==> config.mk <==
export PLATFORM = sky130hd
export DESIGN_NAME = fetch_unit
export DESIGN_NICKNAME = d
export VERILOG_FILES = /design/src/rtl/fetch_unit.sv
export SDC_FILE = /design/constraint.sdc
export NUM_CORES = 1
export LEC_CHECK = 0
export CORE_UTILIZATION = 54
export CTS_CLUSTER_DIAMETER = 50
export CTS_CLUSTER_SIZE = 25
export DETAILED_ROUTE_END_ITERATION = 16
export GPL_TIMING_DRIVEN = 0
export PLACE_DENSITY = 0.86
export SKIP_CTS_REPAIR_TIMING = 1
export SLEW_MARGIN = 5
export SYNTH_ARGS = -nofsm -noshare
export SYNTH_HDL_FRONTEND = slang
export SYNTH_SLANG_ARGS = --single-unit
==> constraint.sdc <==
create_clock -name clock -period 5.2 [get_ports clock]
set_input_delay 0.78 -clock clock [delete_from_list [all_inputs] [get_ports clock]]
set_output_delay 0.78 -clock clock [all_outputs]
set_load 0.005 [all_outputs]
==> src/rtl/fetch_unit.sv <==
// rtl/fetch_unit.sv - instruction fetch stage with 2-entry decode queue and redirect squash
//
// Purpose:
//   Owns the PC, issues in-order reads to instruction memory under a two-credit
//   scheme, buffers returned words in a 2-entry queue and presents the head of
//   that queue to decode with a valid/stall handshake. Redirects from later
//   stages flush the queue and squash responses to wrong-path requests.
//
// Optional feature macro: FETCH_PERF_COUNTERS_EN
//   defined   : stall_cycles / flush_count performance counters are built
//   undefined : both counter outputs are tied to zero
//
// Ports:
//   clock          in   rising-edge clock
//   reset          in   asynchronous active-low reset
//   i_mem_ready    in   memory accepts a request this cycle
//   i_mem_read     out  request strobe (combinational)
//   i_mem_address  out  request address (current PC)
//   i_mem_valid    in   response valid, responses in request order
//   i_mem_data     in   response instruction word
//   redirect       in   taken branch/jump, flush and restart
//   redirect_PC    in   new fetch address
//   decode_stall   in   decode cannot accept this cycle
//   inst_valid     out  head-of-queue entry valid
//   instruction    out  head-of-queue instruction
//   inst_PC        out  PC of head-of-queue instruction
//   stall_cycles   out  cycles with inst_valid && decode_stall
//   flush_count    out  number of redirects
module fetch_unit #(
   parameter int                        CORE         = 0,
   parameter int                        DATA_WIDTH   = 32,
   parameter int                        ADDRESS_BITS = 20,
   parameter logic [ADDRESS_BITS-1:0]   RESET_PC     = '0
) (
   input  logic                    clock,
   input  logic                    reset,
   input  logic                    i_mem_ready,
   output logic                    i_mem_read,
   output logic [ADDRESS_BITS-1:0] i_mem_address,
   input  logic                    i_mem_valid,
   input  logic [DATA_WIDTH-1:0]   i_mem_data,
   input  logic                    redirect,
   input  logic [ADDRESS_BITS-1:0] redirect_PC,
   input  logic                    decode_stall,
   output logic                    inst_valid,
   output logic [DATA_WIDTH-1:0]   instruction,
   output logic [ADDRESS_BITS-1:0] inst_PC,
   output logic [31:0]             stall_cycles,
   output logic [31:0]             flush_count
);

   logic [ADDRESS_BITS-1:0] pc_q, pc_d;
   logic [1:0]              count_q, count_d;
   logic [1:0]              outstanding_q, outstanding_d;
   logic [1:0]              drop_q, drop_d;
   logic                    q_rd_q, q_rd_d;
   logic                    q_wr_q, q_wr_d;
   logic                    tag_rd_q, tag_rd_d;
   logic                    tag_wr_q, tag_wr_d;

   logic [DATA_WIDTH-1:0]   q_data_q [2];
   logic [ADDRESS_BITS-1:0] q_pc_q   [2];
   logic [ADDRESS_BITS-1:0] tag_q    [2];

   logic resp_ok;
   logic issue;
   logic push;
   logic pop;

   // A response with nothing outstanding is a protocol violation; ignore it.
   assign resp_ok = i_mem_valid && (outstanding_q != 2'd0);

   // Credits cover both queued words and in-flight requests, so a response
   // always has a queue slot. Reset gates the strobe so nothing is requested
   // while the block is held in reset.
   assign issue = reset && i_mem_ready && !redirect &&
                  (({1'b0, count_q} + {1'b0, outstanding_q}) < 3'd2);

   // Wrong-path responses (drop_q != 0) are consumed without being queued.
   assign push = resp_ok && !redirect && (drop_q == 2'd0);
   assign pop  = (count_q != 2'd0) && !decode_stall && !redirect;

   assign i_mem_read    = issue;
   assign i_mem_address = pc_q;
   assign inst_valid    = (count_q != 2'd0);
   assign instruction   = q_data_q[q_rd_q];
   assign inst_PC       = q_pc_q[q_rd_q];

   always_comb begin
      pc_d          = pc_q;
      count_d       = count_q;
      drop_d        = drop_q;
      q_rd_d        = q_rd_q;
      q_wr_d        = q_wr_q;
      tag_rd_d      = tag_rd_q;
      tag_wr_d      = tag_wr_q;
      outstanding_d = outstanding_q + {1'b0, issue} - {1'b0, resp_ok};

      // Every request PC is tagged, including wrong-path ones, so the tag
      // FIFO stays aligned with the response stream across redirects.
      if (issue)   tag_wr_d = ~tag_wr_q;
      if (resp_ok) tag_rd_d = ~tag_rd_q;

      if (redirect) begin
         pc_d    = redirect_PC;
         count_d = 2'd0;
         q_rd_d  = 1'b0;
         q_wr_d  = 1'b0;
         // Everything still in flight after this cycle belongs to the old
         // path; a response arriving now is discarded outright.
         drop_d  = outstanding_q - {1'b0, resp_ok};
      end else begin
         if (issue) pc_d = pc_q + ADDRESS_BITS'(4);
         if (resp_ok && (drop_q != 2'd0)) drop_d = drop_q - 2'd1;
         if (push) q_wr_d = ~q_wr_q;
         if (pop)  q_rd_d = ~q_rd_q;
         count_d = count_q + {1'b0, push} - {1'b0, pop};
      end
   end

   always_ff @(posedge clock or negedge reset) begin
      if (!reset) begin
         pc_q          <= RESET_PC;
         count_q       <= 2'd0;
         outstanding_q <= 2'd0;
         drop_q        <= 2'd0;
         q_rd_q        <= 1'b0;
         q_wr_q        <= 1'b0;
         tag_rd_q      <= 1'b0;
         tag_wr_q      <= 1'b0;
      end else begin
         pc_q          <= pc_d;
         count_q       <= count_d;
         outstanding_q <= outstanding_d;
         drop_q        <= drop_d;
         q_rd_q        <= q_rd_d;
         q_wr_q        <= q_wr_d;
         tag_rd_q      <= tag_rd_d;
         tag_wr_q      <= tag_wr_d;
      end
   end

   always_ff @(posedge clock or negedge reset) begin
      if (!reset) begin
         for (int i = 0; i < 2; i++) begin
            q_data_q[i] <= '0;
            q_pc_q[i]   <= '0;
            tag_q[i]    <= '0;
         end
      end else begin
         if (push) begin
            q_data_q[q_wr_q] <= i_mem_data;
            q_pc_q[q_wr_q]   <= tag_q[tag_rd_q];
         end
         if (issue) tag_q[tag_wr_q] <= pc_q;
      end
   end

`ifdef FETCH_PERF_COUNTERS_EN
   logic [31:0] stall_cycles_q;
   logic [31:0] flush_count_q;

   always_ff @(posedge clock or negedge reset) begin
      if (!reset) begin
         stall_cycles_q <= 32'd0;
         flush_count_q  <= 32'd0;
      end else begin
         if ((count_q != 2'd0) && decode_stall) stall_cycles_q <= stall_cycles_q + 32'd1;
         if (redirect)                          flush_count_q  <= flush_count_q + 32'd1;
      end
   end

   assign stall_cycles = stall_cycles_q;
   assign flush_count  = flush_count_q;
`else
   assign stall_cycles = 32'd0;
   assign flush_count  = 32'd0;
`endif

   a_resp_with_credit: assert property (@(posedge clock) disable iff (!reset)
      i_mem_valid |-> (outstanding_q != 2'd0))
      else $error("fetch_unit core %0d: response with nothing outstanding", CORE);

endmodule
==> results.md, run 1 <==
* Achievable Freq at 264 MHz
* TritonCTS buffer count at 17
* Layout area overhead at 28.5%
* Synth unique cells at 41
* Max Cap Viol at 0
* Mean post-synth cell area at 13.3 µm²
* Chip width at 126 µm
* Clock H-tree levels at 4
* Wirelength per Cell at 17.7 µm
* Post-synthesis cell area at 8280 µm²
* Vias in the first global route at 5943
* Slew Limit Fails at 0
* Initial DRC Count at 232
* Ports at 196
* CP cell instances: buf_8, buf_16, nand4bb_1, clkbuf_1, nor2_1, clkdlybuf4s50_1
* Placed cells at 1001
* Slowest stage delay, CP at 0.57 ns
* Gr usage total at 24.5%
* Placer Congestion at 0.838
* Delay-heaviest family, CP: buffers and inverters
* Ys Warns at 0
* Status: completed
* Share of layout cells above drive strength 1 at 37.1%
* Critical-path top delay cell: clkdlybuf4s50_1
* Layout net count at 900
* CTS tree: built
* Number of synthesized flops with an enable pin at 0
* First-pass GRT wire length at 30.0 mm
* CP Buf/Inv Count at 4
* Cells after Synth at 622
* RSZ-0062 raised after global routing: no
* Maximum clock path buffer count at 2
* Fin. Hold Viols at 0
* Pin count of the biggest net entering global routing at 121
* ANT cells at 0
* Crit share post-route at 73.0%
* Peak VDD IR at 0.276 mV
* Flop and latch count out of synthesis at 174
* Worst Hold Class: in2async
* Worst EP required at 4.42 ns
* TritonRoute pass-1 iters at 4
* Worst setup margin at 1.41 ns
* Final min period at 3.79 ns
* Setup WS pre-CTS at 1.37 ns
* Core footprint at 14800 µm²
* Total global routing overflow at 0
* # DRC at 0
* Clk_lat worst skew at 0.42 ns
* Via count at 5468
* Post-DP HPWL at 13.0 mm
* Slew of the pin with the lowest slew margin at 0.970 ns
* Rel. slew slack at 34.8%
* Crit path capture type: output pin
* Die H at 126 µm
* LEAKAGE at 4.93 nW
* Final setup violation count at 0
* CP Max Fanout at 120
* Die area at 15800 µm²
* Final wirelength at 18.3 mm
* Ys flop type: dfrtp_1
* Clock Sinks at 174
* CP arrival at 3.01 ns
* Antenna violations before repair at 0
* Clk root buf: clkbuf_16
* Antenna-violating nets left at 0
* WS Path Type: in2out
* Cell Rows at 44
* Crit path launch type: input pin
* Seq/Total Area, Yosys at 52.6%
* Clock Skew at 0.00559 ns
* Async set-or-reset flop fraction in the synthesized netlist at 100%
* Fin cells at 1032
* CTS clk-pin slew, worst paths at 0.06 ns
* Vias per cell at 5.30
* Port-buffer cells at 131
* Initial core utilization at 56.1%
* Power per standard cell area at 506 nW/µm²
cells by family (layout without fill, tap and decap cells):
logic type      count (synthesis)  in the layout  share of synthesized area, %
mux                           220            220                          29.9
flops                         174            174                          52.6
buf+inv                       105            268                          7.85
simple gates                   68             68                          4.46
compound gates                 28             28                          2.01
xor+xnor                       20             20                          2.12
fa+ha+maj                       6              6                         0.998
other cells                     1             64                        0.0453
cells in the mapped netlist (all sizes together), types with 3 or more instances:
library cell | count | area share, %
a31oi | 5 | 0.38
buf | 76 | 6.5
clkbuf | 19 | 0.86
dfrtp | 174 | 53
ha | 5 | 0.76
inv | 9 | 0.41
mux2 | 218 | 30
nand2 | 18 | 0.82
nand3 | 6 | 0.51
nand4 | 6 | 0.45
nor2 | 14 | 0.64
nor3 | 5 | 0.30
nor4 | 5 | 0.38
o21ai | 16 | 0.97
or4 | 3 | 0.27
xnor2 | 12 | 1.3
xor2 | 8 | 0.85
per-layer routing:
metal / part of all wire, % / routed length (µm) / track usage (%) / up-vias
met4: 2.5 / 449 / 9.85 / 0
met3: 5.6 / 1030 / 6.80 / 44
met2: 52 / 9520 / 42.4 / 194
met1: 40 / 7260 / 29.0 / 2742
li1: - / - / - / 2488
met5: 0 / 0 / 0 / -
metrics by stage:
stage,cell area [µm²],utilization [%],hold WS (ns),power (W),setup TNS (ns)
2_1_floorplan,8510,-,0.452,0.00331,0
3_3_place_gp,10100,68.1,0.461,0.00408,-751.71
3_5_place_dp,10100,68.4,0.468,0.00421,0
4_1_cts,10600,72.0,0.280,0.00542,0
5_1_grt,10600,72.0,0.299,0.00569,0
6_report,10600,72.0,0.279,0.00538,0
worst paths after layout:
path                            cells past startpoint              from  slack [ns]                end
worst max-delay path                                6             reset        1.41         i_mem_read
worst min-delay path                                1             reset        0.28       q_data_q[29]
worst max register to register                      8  outstanding_q[0]        2.31           tag_q[1]
worst min register to register                      1        q_pc_q[12]        0.48         q_pc_q[12]
max in group asynchronous                           2             reset        4.01  i_mem_address[16]
min in group clock                                  1        q_pc_q[12]        0.48         q_pc_q[12]
worst register-to-register path: stages, from the launching register on:
cell       delay [ns]
dfrtp_1          0.39
and2_1           0.17
fa_1             0.49
nand4bb_1        0.12
clkbuf_1         0.35
nor2_1           0.20
nand2_1          0.13
clkbuf_1         0.52
mux2_2           0.42
registers in the layout (all words and copies together) (netlist names):
register,count
i_mem_address,20
q_data_q,64
drop_q,2
q_pc_q,40
outstanding_q,2
tag_q,40
q_wr_q,1
tag_wr_q,1
q_rd_q,1
tag_rd_q,1
count_q,2
report_power, final:
part	switching [W]	internal, W	leakage [nW]
sequential	0.000310	0.00191	2.22
combinational	0.000712	0.00127	2.44
clock	0.000486	0.000690	0.270
cells in the final DEF (no fill, tap or decap), types with 2 or more instances in the layout:
cell type / n
a31oi_1: 5
and3_1: 2
buf_2: 11
buf_4: 64
clkbuf_1: 23
clkbuf_16: 17
clkbuf_8: 3
clkdlybuf4s50_1: 130
clkinv_2: 5
conb_1: 64
dfrtp_1: 174
ha_1: 5
inv_1: 9
mux2_1: 10
mux2_2: 208
mux2i_1: 2
nand2_1: 18
nand3_1: 5
nand4_1: 6
nor2_1: 14
nor3_1: 5
nor4_1: 5
o21ai_0: 15
o31ai_1: 2
or3_1: 2
or4_1: 3
xnor2_1: 12
xor2_1: 8
final cells by class:
| cell class | instances | area [µm²] |
|---|---|---|
| Clock buffer | 24 | 482 |
| Multi-Input combinational cell | 406 | 3510 |
| Inverter | 10 | 38.8 |
| Sequential cell | 174 | 4350 |
| Timing Repair Buffer | 132 | 1340 |
| Clock inverter | 7 | 62.6 |
| Fill cell | 1043 | 4120 |
| Tap cell | 184 | 230 |
| Buffer | 95 | 611 |
Power figures use the tool's default switching activity.
==> run 2, diff against run 1 <==
- CORE_UTILIZATION: 54 -> 45
- PLACE_DENSITY: 0.86 -> 0.76
- clock period: 5.2 -> 3.2 ns (I/O delays scaled with it)
==> run 2 against run 1 <==
First-iteration DRC count down 19%. Power up 64%. Worst hold slack better by 0.20 ns. Worst setup slack worse by 1.2 ns. Utilization down 12 points. Global-route usage down 5.5 points. Clock power up 77%. Critical endpoint unchanged. Largest cell class unchanged. Highest routed layer unchanged.
==> results.md, run 2 (synthesis results as in run 1) <==
* TritonCTS buffer count at 17 (unchanged)
* TritonRoute pass-1 iters at 5 (+1)
* Power per standard cell area at 821 nW/µm² (+62%)
* Final min period at 3.02 ns
* Clk root buf: clkbuf_16
* Vias in the first global route at 5312 (-11%)
* LEAKAGE at 4.96 nW (+0.45%)
* CP arrival at 2.54 ns (-0.47 ns)
* Clock power share at 23.7% (+1.8 points)
* Initial DRC Count at 188 (-19%)
* Fin. Hold Viols at 0 (unchanged)
* Initial core utilization at 46.1% (-10 points)
* CP Max Fanout at 10 (-92%)
* Flop pwr share at 40.3% (-0.9 points)
* Clk_lat worst skew at 0.42 ns (about the same)
* CP Buf/Inv Count at 2 (-2)
* Cell Rows at 49 (+11%)
* Die area at 18900 µm² (+20%)
* First-pass GRT wire length at 27.4 mm (-8.5%)
* Status: completed
* Ports at 196 (unchanged)
* Worst Hold Class: reg2reg
* Final setup violation count at 0 (unchanged)
* Total global routing overflow at 0 (unchanged)
* Chip width at 138 µm (+9.4%)
* Crit path launch type: flip-flop
* Antenna violations before repair at 0 (unchanged)
* # DRC at 0 (unchanged)
* Reg with most FFs: q_data_q
* ANT cells at 0 (unchanged)
* CTS tree: built
* WS Path Type: reg2out
* Most common cell after layout, fill and taps aside: mux2_2
* Clock Skew at 0.00846 ns (+0.00287 ns)
* Fin cells at 1079 (+4.6%)
* Vias per cell at 4.87 (-8.1%)
* Slowest stage delay, CP at 0.53 ns (-0.04 ns)
* Peak VDD IR at 0.437 mV (+58%)
* Logic gate share of total power at 36.0% (-0.9 points)
* Worst EP required at 2.72 ns (-1.70 ns)
* Crit path capture type: output pin
* Switching pwr at 0.00242 W (+60%)
* CTS clk-pin slew, worst paths at 0.07 ns (about the same)
* Pin count of the biggest net entering global routing at 118 (-2.5%)
* Die H at 138 µm (+9.4%)
* Share of layout cells above drive strength 1 at 37.6% (+0.50 points)
* RSZ-0062 raised after global routing: no
* Max Cap Viol at 0 (unchanged)
* Core footprint at 18000 µm² (+22%)
* Commonest non-fill, non-tap cells in the layout: 208 x mux2_2, 174 x dfrtp_1, 130 x clkdlybuf4s50_1
* Fin util at 59.9% (-12 points)
* Achievable Freq at 331 MHz
* Rel. slew slack at 28.8% (-6.0 points)
* Clock H-tree levels at 4 (unchanged)
* Port-buffer cells at 131 (unchanged)
* Layout net count at 901 (+0.11%)
* Maximum clock path buffer count at 2 (unchanged)
* Switching Share at 27.4% (-0.69 points)
* Max FFs per register at 64 (unchanged)
* Crit share post-route at 94.5%
* Hold WS at 0.478 ns (+0.198 ns)
* Wirelength per Cell at 15.6 µm (-12%)
* Gr usage total at 19.1% (-5.5 points)
* Internal at 0.00642 W (+66%)
* Largest registers: q_data_q: 64 flops, q_pc_q: 40 flops, tag_q: 40 flops
* Antenna-violating nets left at 0 (unchanged)
* CP cell instances: and2_1, fa_1, nand4bb_1, clkbuf_2, nor2_4, clkdlybuf4s50_1
* Slew Limit Fails at 0 (unchanged)
* Layout area overhead at 30.1%
* Final wirelength at 16.8 mm (-7.8%)
* Delay-heaviest family, CP: buffers and inverters
* Slew of the pin with the lowest slew margin at 1.06 ns (+0.0897 ns)
* Via count at 5256 (-3.9%)
* Placed cells at 1046 (+4.5%)
* Critical-path top delay cell: clkdlybuf4s50_1
* Clock Sinks at 174 (unchanged)
* Post-DP HPWL at 11.7 mm (-10%)
* Placer Congestion at 0.792 (-5.5%)
run 2: worst reg2reg max path, stage by stage (launching register included):
cell	delay, ns
dfrtp_1	0.39
and2_1	0.17
fa_1	0.45
nand4bb_1	0.19
clkbuf_2	0.22
nor3_1	0.21
clkbuf_1	0.55
mux2_2	0.41
run 2: routing by layer:
metal	track usage, %	wire length [µm]
met1	24.7	7420
met2	32.0	8620
met3	3.83	613
met4	5.80	175
met5	0	0
run 2: path summary, 6_finish.rpt:
path | to | from | slack [ns] | cells past startpoint
min in group asynchronous | i_mem_address[5] | reset | 0.57 | 2
max in group asynchronous | q_data_q[8] | reset | 1.72 | 3
min reg2reg | q_pc_q[13] | q_pc_q[13] | 0.48 | 1
min | q_pc_q[13] | q_pc_q[13] | 0.48 | 1
max | i_mem_read | outstanding_q[0] | 0.18 | 6
max reg2reg | tag_q[38] | outstanding_q[0] | 0.49 | 7
run 2: power by group through the flow:
stage / logic [W] / clock network, W / registers (W)
2_1_floorplan: 0.00192 / 0 / 0.00345
3_3_place_gp: 0.00313 / 0 / 0.00356
3_5_place_dp: 0.00318 / 0 / 0.00359
4_1_cts: 0.00323 / 0.00214 / 0.00356
5_1_grt: 0.00349 / 0.00224 / 0.00368
6_report: 0.00318 / 0.00209 / 0.00356
run 2: per-stage QoR:
step,instance area (µm²),TNS (ns),power (W),setup slack (ns)
global route,10800,0,0.00941,0.00198
global placement,10100,-1315.50,0.00670,-5.64
CTS,10700,-0.0434,0.00893,-0.0434
detailed placement,10100,-4.87,0.00678,-0.119
floorplan,8510,0,0.00537,0.748
finish,10800,0,0.00884,0.177
run 2: area by class of cell:
type                    count  area, µm²
flip-flops and latches    174       4350
clock inverters             8        104
repair buffers            133       1350
multi-input cells         406       3520
well taps                 229        287
fillers                  1440       7200
clock buffers              24        502
plain buffers              95        612
inverters                  10       38.8
